$ cat config.mk
export PLATFORM = sky130hd
export DESIGN_NAME = multicycle_ctrl
export DESIGN_NICKNAME = d
export VERILOG_FILES = /design/src/rtl/multicycle_ctrl.sv
export SDC_FILE = /design/constraint.sdc
export NUM_CORES = 1
export LEC_CHECK = 0
export CAP_MARGIN = 5
export CORE_MARGIN = 4
export CORE_UTILIZATION = 42
export CTS_BUF_LIST = sky130_fd_sc_hd__clkbuf_8
export DETAILED_ROUTE_END_ITERATION = 16
export PLACE_DENSITY = 0.77
export SYNTH_ARGS = -nofsm -noshare
export SYNTH_HDL_FRONTEND = slang
export SYNTH_SLANG_ARGS = --single-unit
$ cat constraint.sdc
create_clock -name clk_i -period 1.4 [get_ports clk_i]
set_clock_uncertainty 0.15 [all_clocks]
set_input_delay 0.21 -clock clk_i [delete_from_list [all_inputs] [get_ports clk_i]]
set_output_delay 0.21 -clock clk_i [all_outputs]
set_load 0.02 [all_outputs]
$ cat src/rtl/multicycle_ctrl.sv
// multicycle_ctrl -- control FSM for a small accumulator CPU with a multi-cycle
// memory handshake.
//
// Each instruction walks FETCH -> DECODE -> EXEC -> FETCH. FETCH and the
// memory-class EXEC ops (ADD, SUB, LDA, STA) hold their request until
// mem_ready_i; the remaining ops finish EXEC in one cycle. A wait counter
// watches every stalled request. Once it has counted 2^TMO_W-1 stalled cycles,
// the next stalled cycle sends the FSM to ERR. A ready on that limit cycle
// still completes normally. ERR and HALT are held until reset.
//
// Optional feature: define CTRL_HALT_EN to decode the all-ones opcode as HLT
// (DECODE -> HALT, halt_o=1). Without it, all-ones is a NOP and halt_o is 0.
//
// Parameters
//   OPW    opcode width (>= 4)
//   TMO_W  memory-wait counter width; limit is 2^TMO_W-1 stalled cycles
//
// Ports
//   clk_i        clock, rising edge
//   rst_i        synchronous active-high reset
//   op_i         opcode from the instruction register, sampled in DECODE
//   zf_i, cf_i   zero / carry flags for JZ / JC
//   mem_ready_i  memory handshake acknowledge
//   mem_rd_o     memory read request
//   wm_o         memory write request
//   ir_ld_o      instruction register load strobe
//   pc_inc_o     program counter increment strobe
//   jmp_o        PC load strobe (taken jump)
//   wr_o         accumulator write
//   wf_o         flag register write
//   alu_o        ALU mode, 0=add 1=sub
//   ldi_o        accumulator source = immediate
//   halt_o       core halted
//   err_o        memory timeout fault, sticky until reset
//   state_o      current state encoding (FETCH=0 DECODE=1 EXEC=2 HALT=3 ERR=4)

module multicycle_ctrl #(
  parameter int unsigned OPW   = 4,
  parameter int unsigned TMO_W = 4
) (
  input  logic           clk_i,
  input  logic           rst_i,
  input  logic [OPW-1:0] op_i,
  input  logic           zf_i,
  input  logic           cf_i,
  input  logic           mem_ready_i,
  output logic           mem_rd_o,
  output logic           wm_o,
  output logic           ir_ld_o,
  output logic           pc_inc_o,
  output logic           jmp_o,
  output logic           wr_o,
  output logic           wf_o,
  output logic           alu_o,
  output logic           ldi_o,
  output logic           halt_o,
  output logic           err_o,
  output logic [2:0]     state_o
);

  typedef enum logic [2:0] {
    StFetch  = 3'd0,
    StDecode = 3'd1,
    StExec   = 3'd2,
    StHalt   = 3'd3,
    StErr    = 3'd4
  } state_e;

  localparam logic [OPW-1:0] OpAdd = OPW'(0);
  localparam logic [OPW-1:0] OpSub = OPW'(1);
  localparam logic [OPW-1:0] OpLda = OPW'(2);
  localparam logic [OPW-1:0] OpSta = OPW'(3);
  localparam logic [OPW-1:0] OpJmp = OPW'(4);
  localparam logic [OPW-1:0] OpJz  = OPW'(5);
  localparam logic [OPW-1:0] OpJc  = OPW'(6);
  localparam logic [OPW-1:0] OpLdi = OPW'(7);

  localparam logic [TMO_W-1:0] WaitLimit = '1;

  state_e             state_q, state_d;
  logic [OPW-1:0]     op_q, op_d;
  logic [TMO_W-1:0]   wait_q, wait_d;
  logic               op_is_hlt;
  logic               mem_req;

`ifdef CTRL_HALT_EN
  assign op_is_hlt = (op_i == '1);
`else
  assign op_is_hlt = 1'b0;
`endif

  always_ff @(posedge clk_i) begin
    if (rst_i) begin
      state_q <= StFetch;
      op_q    <= '0;
      wait_q  <= '0;
    end else begin
      state_q <= state_d;
      op_q    <= op_d;
      wait_q  <= wait_d;
    end
  end

  always_comb begin
    state_d  = state_q;
    op_d     = op_q;
    wait_d   = wait_q;
    mem_rd_o = 1'b0;
    wm_o     = 1'b0;
    ir_ld_o  = 1'b0;
    pc_inc_o = 1'b0;
    jmp_o    = 1'b0;
    wr_o     = 1'b0;
    wf_o     = 1'b0;
    alu_o    = 1'b0;
    ldi_o    = 1'b0;
    halt_o   = 1'b0;
    err_o    = 1'b0;
    state_o  = state_q;
    mem_req  = 1'b0;

    unique case (state_q)
      StFetch: begin
        mem_rd_o = 1'b1;
        if (mem_ready_i) begin
          ir_ld_o  = 1'b1;
          pc_inc_o = 1'b1;
          state_d  = StDecode;
        end
      end

      StDecode: begin
        op_d    = op_i;
        state_d = op_is_hlt ? StHalt : StExec;
      end

      StExec: begin
        // Single-cycle ops fall through to FETCH; memory ops override below.
        state_d = StFetch;
        case (op_q)
          OpAdd: begin
            mem_rd_o = 1'b1;
            if (mem_ready_i) begin
              wr_o = 1'b1;
              wf_o = 1'b1;
            end else begin
              state_d = StExec;
            end
          end
          OpSub: begin
            mem_rd_o = 1'b1;
            if (mem_ready_i) begin
              wr_o  = 1'b1;
              wf_o  = 1'b1;
              alu_o = 1'b1;
            end else begin
              state_d = StExec;
            end
          end
          OpLda: begin
            mem_rd_o = 1'b1;
            if (mem_ready_i) begin
              wr_o = 1'b1;
            end else begin
              state_d = StExec;
            end
          end
          OpSta: begin
            wm_o = 1'b1;
            if (!mem_ready_i) begin
              state_d = StExec;
            end
          end
          OpJmp: jmp_o = 1'b1;
          OpJz:  jmp_o = zf_i;
          OpJc:  jmp_o = cf_i;
          OpLdi: begin
            wr_o  = 1'b1;
            ldi_o = 1'b1;
          end
          default: ;
        endcase
      end

      StHalt: begin
`ifdef CTRL_HALT_EN
        halt_o = 1'b1;
`endif
      end

      StErr: err_o = 1'b1;

      default: state_d = StFetch;
    endcase

    // Timeout: the counter holds the number of stalled cycles already seen,
    // so a stall while it sits at the limit is one stall too many.
    mem_req = mem_rd_o | wm_o;
    if (mem_req && !mem_ready_i) begin
      if (wait_q == WaitLimit) begin
        state_d = StErr;
      end else begin
        wait_d = wait_q + TMO_W'(1);
      end
    end
    if ((state_d != state_q) || (mem_req && mem_ready_i)) begin
      wait_d = '0;
    end

    // Reset cycle: everything quiet and FETCH reported, whatever the old state.
    if (rst_i) begin
      mem_rd_o = 1'b0;
      wm_o     = 1'b0;
      ir_ld_o  = 1'b0;
      pc_inc_o = 1'b0;
      jmp_o    = 1'b0;
      wr_o     = 1'b0;
      wf_o     = 1'b0;
      alu_o    = 1'b0;
      ldi_o    = 1'b0;
      halt_o   = 1'b0;
      err_o    = 1'b0;
      state_o  = 3'd0;
    end
  end

endmodule
; Yosys cells after proc, flatten, opt, wreduce, memory -nomap -nowiden
; Cells that the tools add are included.
[totals]
regBits = 11
in_bits = 9
output_inout_bits = 14
wordCells = 64
[op_classes]
add_sub_neg = 1
eq_ne = 13
muxes = 33
bitwise = 2
n_reduce_logical = 12
[op_table]
columns = cell, count
row1 = 1-bit 2-to-1 mux, 23
row2 = 4-bit by 3-bit equality test with 1-bit output (second input constant), 4
row3 = 3-bit 2-to-1 mux, 4
row4 = 3-bit case mux with 4 select lines, 1
row5 = 4-bit by 2-bit equality test with 1-bit output (second input constant), 2
row6 = 3-bit by 2-bit equality test with 1-bit output (second input constant), 2
row7 = 2-bit OR reduction, 3
row8 = 4-bit by 1-bit adder with 4-bit output (second input constant), 1
row9 = 4-bit by 1-bit equality test with 1-bit output (second input constant), 1
row10 = 4-bit equality test (second input constant), 1
row11 = 4-bit zero test, 1
row12 = 2-bit 2-to-1 mux, 2
row13 = 1-bit case mux with 2 select lines, 2
row14 = 4-bit OR reduction, 1
row15 = 3-bit by 1-bit equality test with 1-bit output (second input constant), 1
row16 = 3-bit equality test (second input constant), 1
row17 = 3-bit zero test, 1
row18 = 3-bit inequality test, 1
row19 = 1-bit case mux with 3 select lines, 1
row20 = 3-bit OR reduction, 1
row21 = 1-bit logical AND, 2
row22 = 2-bit AND reduction, 1
row23 = 1-bit zero test, 1
row24 = 1-bit logical OR, 1
row25 = other kinds (2), 2

; Logic depth before layout (Yosys ltp)
[depth]
word_depth = 10
mapped_depth = 5
depth_no_buf = 5

; Worst setup path after synthesis
; Ideal clock, no wire load.
[synth_timing]
path_kind = reg-to-output
from = register state_q[2]
to = output port wr_o
t_arrival_ns = 1.759
t_required_ns = 1.040
slack_ns = -0.719
path_stages_with_launch = 4
path_buffers = 0
path_cell_list = dfxtp_1 or3_4 nor4_1 or2_2
[synth_between]
elab_chain_len = 3
[synth_rtl]
columns = element, line
row1 = "start, declared", 80  ; state_e state_q, state_d;
row2 = "start signal, assigned", 94  ; state_q <= StFetch;
row3 = "start signal, assigned", 98  ; state_q <= state_d;
row4 = 3-bit by 2-bit equality test with 1-bit output, 122  ; unique case (state_q)
row5 = 1-bit 2-to-1 mux, 122
row6 = 1-bit 2-to-1 mux, 211  ; if (rst_i) begin
row7 = "end, declared", 52  ; output logic wr_o,
; Every way passes these cells.

; Final worst setup path
[layout_timing]
from = register state_q[0]
to = output port wr_o
; Same word-level chain as after synthesis.

==> flow_metrics.env <==
export IMPL_wl_mm=2.95
export IMPL_path_clk_slew_ns=0.05
export IMPL_initial_core_util=0.462
export IMPL_regArea_sq_um=234
export IMPL_setup_viol=22
export IMPL_ant_nets=0
export IMPL_synth_seq_cells=11
export IMPL_area_delta_synth_final_pct=92.7
export IMPL_endpoint_kind="output pin"
export IMPL_multi_input_area_sq_um=591
export IMPL_hold_class="reg2reg"
export IMPL_pin_count=23
export IMPL_grt_setup_unrepaired="yes"
export IMPL_p_sw_frac=0.295
export IMPL_synth_nets=96
export IMPL_cts_root_buffer="clkbuf_8"
export IMPL_synth_top_cell_area_share=0.306
export IMPL_netlist_top_cells_count="11 x dfxtp_1, 10 x nor2_1, 7 x a21oi_1, 5 x mux2i_1, 5 x nand2_1"
export IMPL_vias_per_cell=5.91
export IMPL_holdPathStages=1
export IMPL_first_pass_iters=4
export IMPL_wl_per_cell_um=19.5
export IMPL_syn_area_per_cell_sq_um=8.38
export IMPL_antenna_found_initial=0
export IMPL_layout_setup_ws_ns=-0.456
export IMPL_grt_max_degree=11
export IMPL_core_area_sq_mm=0.00156
export IMPL_clkSinkCount=11
export IMPL_instances_no_fill=151
export IMPL_cts_made_buffers=3
export IMPL_grt_usage=0.186
export IMPL_start_kind="register"
export IMPL_grt_overflow=0
export IMPL_nFillCells=68
export IMPL_power_density_mw_per_mm2=682
export IMPL_place_area_sq_mm=0.00113
export IMPL_clk_latency_ns=0.24
export IMPL_seq_area_frac_synth=0.306
export IMPL_yosysWarningCount=0
export IMPL_cts_tree="built"
export IMPL_die_h_um=49.4
export IMPL_place_inst=140
export IMPL_yosys_top_cells_area="dfxtp_1 31%, mux2i_1 6.9%, clkbuf_8 5.7%"
export IMPL_critPathRequiredTime_ns=1.04
export IMPL_p_clk_frac=0.328
export IMPL_internal_power_uw=668
export IMPL_timing_rr_end="wait_q[2]$_SDFFE_PP0P_"
export IMPL_p_comb_frac=0.319
export IMPL_synthArstFlopShare=0
export IMPL_worstRegToRegCells=7
export IMPL_drive_above_1_share=0.615
export IMPL_io_buffers=21
export IMPL_antenna_diode_count=0
export IMPL_hold_viol=0
export IMPL_synth_top_area_cell="dfxtp_1"
export IMPL_min_period_ns=1.86
export IMPL_ir_worst_vdd_v=0.000575
export IMPL_cts_buffer_depth=2
export IMPL_synth_edf_count=0
export IMPL_vias=892
export IMPL_r2r_start="state_q[0]$_SDFF_PP0_"
export IMPL_whs_endpoint="wait_q[2]$_SDFFE_PP0P_"
export IMPL_synth_most_common_cell="dfxtp_1"
export IMPL_min_from="wait_q[2]$_SDFFE_PP0P_"
export IMPL_final_area_sq_mm=0.00139
export IMPL_status="complete, but fails checks"
export IMPL_post_place_ws_ns=-1.07
export IMPL_p_sw_uw=279
export IMPL_cp_arrival_ns=1.50
export IMPL_clock_fmax_ghz=0.539
export IMPL_final_nets=146
export IMPL_die_w_um=49.4
export IMPL_maxCapViolCount=0
export IMPL_fin_hold_ws_ns=0.382
export IMPL_rows=14
export IMPL_hpwl_mm=1.50
export IMPL_p_leak_nw=0.580
export IMPL_violations="negative setup slack"
export IMPL_worstPathMaxFanout=4
export IMPL_synth_cells=86
export IMPL_synth_cell_types=35
export IMPL_htreeDepth=1
export IMPL_syn_area_sq_um=721
export IMPL_dieArea_sq_mm=0.00244
export IMPL_grt_pass1_vias=835
export IMPL_drtIter0Drc=18
export IMPL_slew_violations=0
export IMPL_hold_buffers=0
export IMPL_setup_tns_ns=-5.59
export IMPL_grt_pass1_wl_mm=3.40
export IMPL_path_class="reg2out"
export IMPL_place_congestion=0.719
export IMPL_synth_flop_cell="dfxtp_1"
export IMPL_p_seq_frac=0.354
export IMPL_fin_crit_sh=1.33
export IMPL_reg2reg_slack_ns=-0.36
export IMPL_post_route_drc_count=0
critical path: stages, from the launching register on:
cell	delay [ns]
dfxtp_4	0.35
or3_4	0.45
nor4_4	0.18
or2_4	0.16
buf_6	0.11
worst max-delay path by stage:
stage | start | endpoint | slack, ns | depth (start not counted)
after floorplan | state_q[0]$_SDFF_PP0_ | wr_o | -0.19 | 3
after global placement | rst_i | wr_o | -1.02 | 5
after detailed placement | rst_i | jmp_o | -1.07 | 4
after CTS | state_q[0]$_SDFF_PP0_ | wr_o | -0.42 | 4
after global routing | state_q[0]$_SDFF_PP0_ | wr_o | -0.53 | 4
final | state_q[0]$_SDFF_PP0_ | wr_o | -0.46 | 4
cell families (layout without fill, tap and decap cells):
kind of cell	Yosys count	count (layout)	share of synthesized area
and+or+nand+nor	42	42	0.344
AOI/OAI and AO/OA	16	16	0.148
DFF	11	11	0.306
buffers and inverters	9	58	0.0989
muxes	5	5	0.0694
adders and majority gates	1	1	0.0174
other	1	1	0.00520
xor gates and xnor gates	1	1	0.0122
placed cells by master, fill, tap and decap left out, types with 2 or more instances in the layout:
| cell type | n |
|---|---|
| dlygate4sd2_1 | 2 |
| nand2_2 | 2 |
| nor4b_1 | 2 |
| nor2_1 | 7 |
| nor4_4 | 2 |
| nor2b_4 | 3 |
| a31oi_1 | 2 |
| nor3_1 | 2 |
| dfxtp_1 | 6 |
| inv_1 | 2 |
| buf_8 | 2 |
| mux2i_1 | 4 |
| dfxtp_2 | 2 |
| nor2_4 | 2 |
| clkdlybuf4s50_1 | 5 |
| nand2_1 | 3 |
| nor3b_1 | 2 |
| inv_2 | 2 |
| nand3_1 | 3 |
| nor3_4 | 2 |
| a21oi_1 | 4 |
| buf_4 | 23 |
| clkbuf_8 | 3 |
| a21oi_4 | 2 |
| or3_4 | 2 |
| buf_6 | 16 |
| dfxtp_4 | 3 |
layout make-up:
cell class,instances,area share
Clock inverter,1,0.00270
Multi-Input combinational cell,66,0.425
Tap cell,16,0.0144
Inverter,3,0.00811
Clock buffer,3,0.0297
Sequential cell,11,0.168
Timing Repair Buffer,51,0.351
sequential cells by signal, summed over array words and instances, names as in the netlist:
name,count
op_q,4
state_q,3
wait_q,4
power by group through the flow:
stage               Sequential, mW  Combinational (mW)  Clock (mW)
floorplan                    0.345               0.122           0
global placement             0.340               0.212           0
detailed placement           0.341               0.218           0
CTS                          0.332               0.227       0.312
global route                 0.336               0.316       0.338
finish                       0.335               0.302       0.310
repair_timing:
action | CTS | global route
setup endpoints to repair | 19 | 23
cloned | 0 | 0
pin swaps | 7 | 11
resized for setup | 83 | 37
setup buffers | 2 | 7
metrics by stage:
stage	util	power [mW]
floorplan	-	0.467
global placement	0.722	0.552
detailed placement	0.722	0.559
CTS	0.781	0.871
global route	0.891	0.991
finish	0.891	0.947
metal layers:
layer | track usage | part of all wire
met1 | 0.152 | 0.40
met3 | 0.0550 | 0.054
met2 | 0.388 | 0.51
met5 | 0 | 0
met4 | 0.0876 | 0.041
Note: power is estimated with default switching activity, not from simulation.
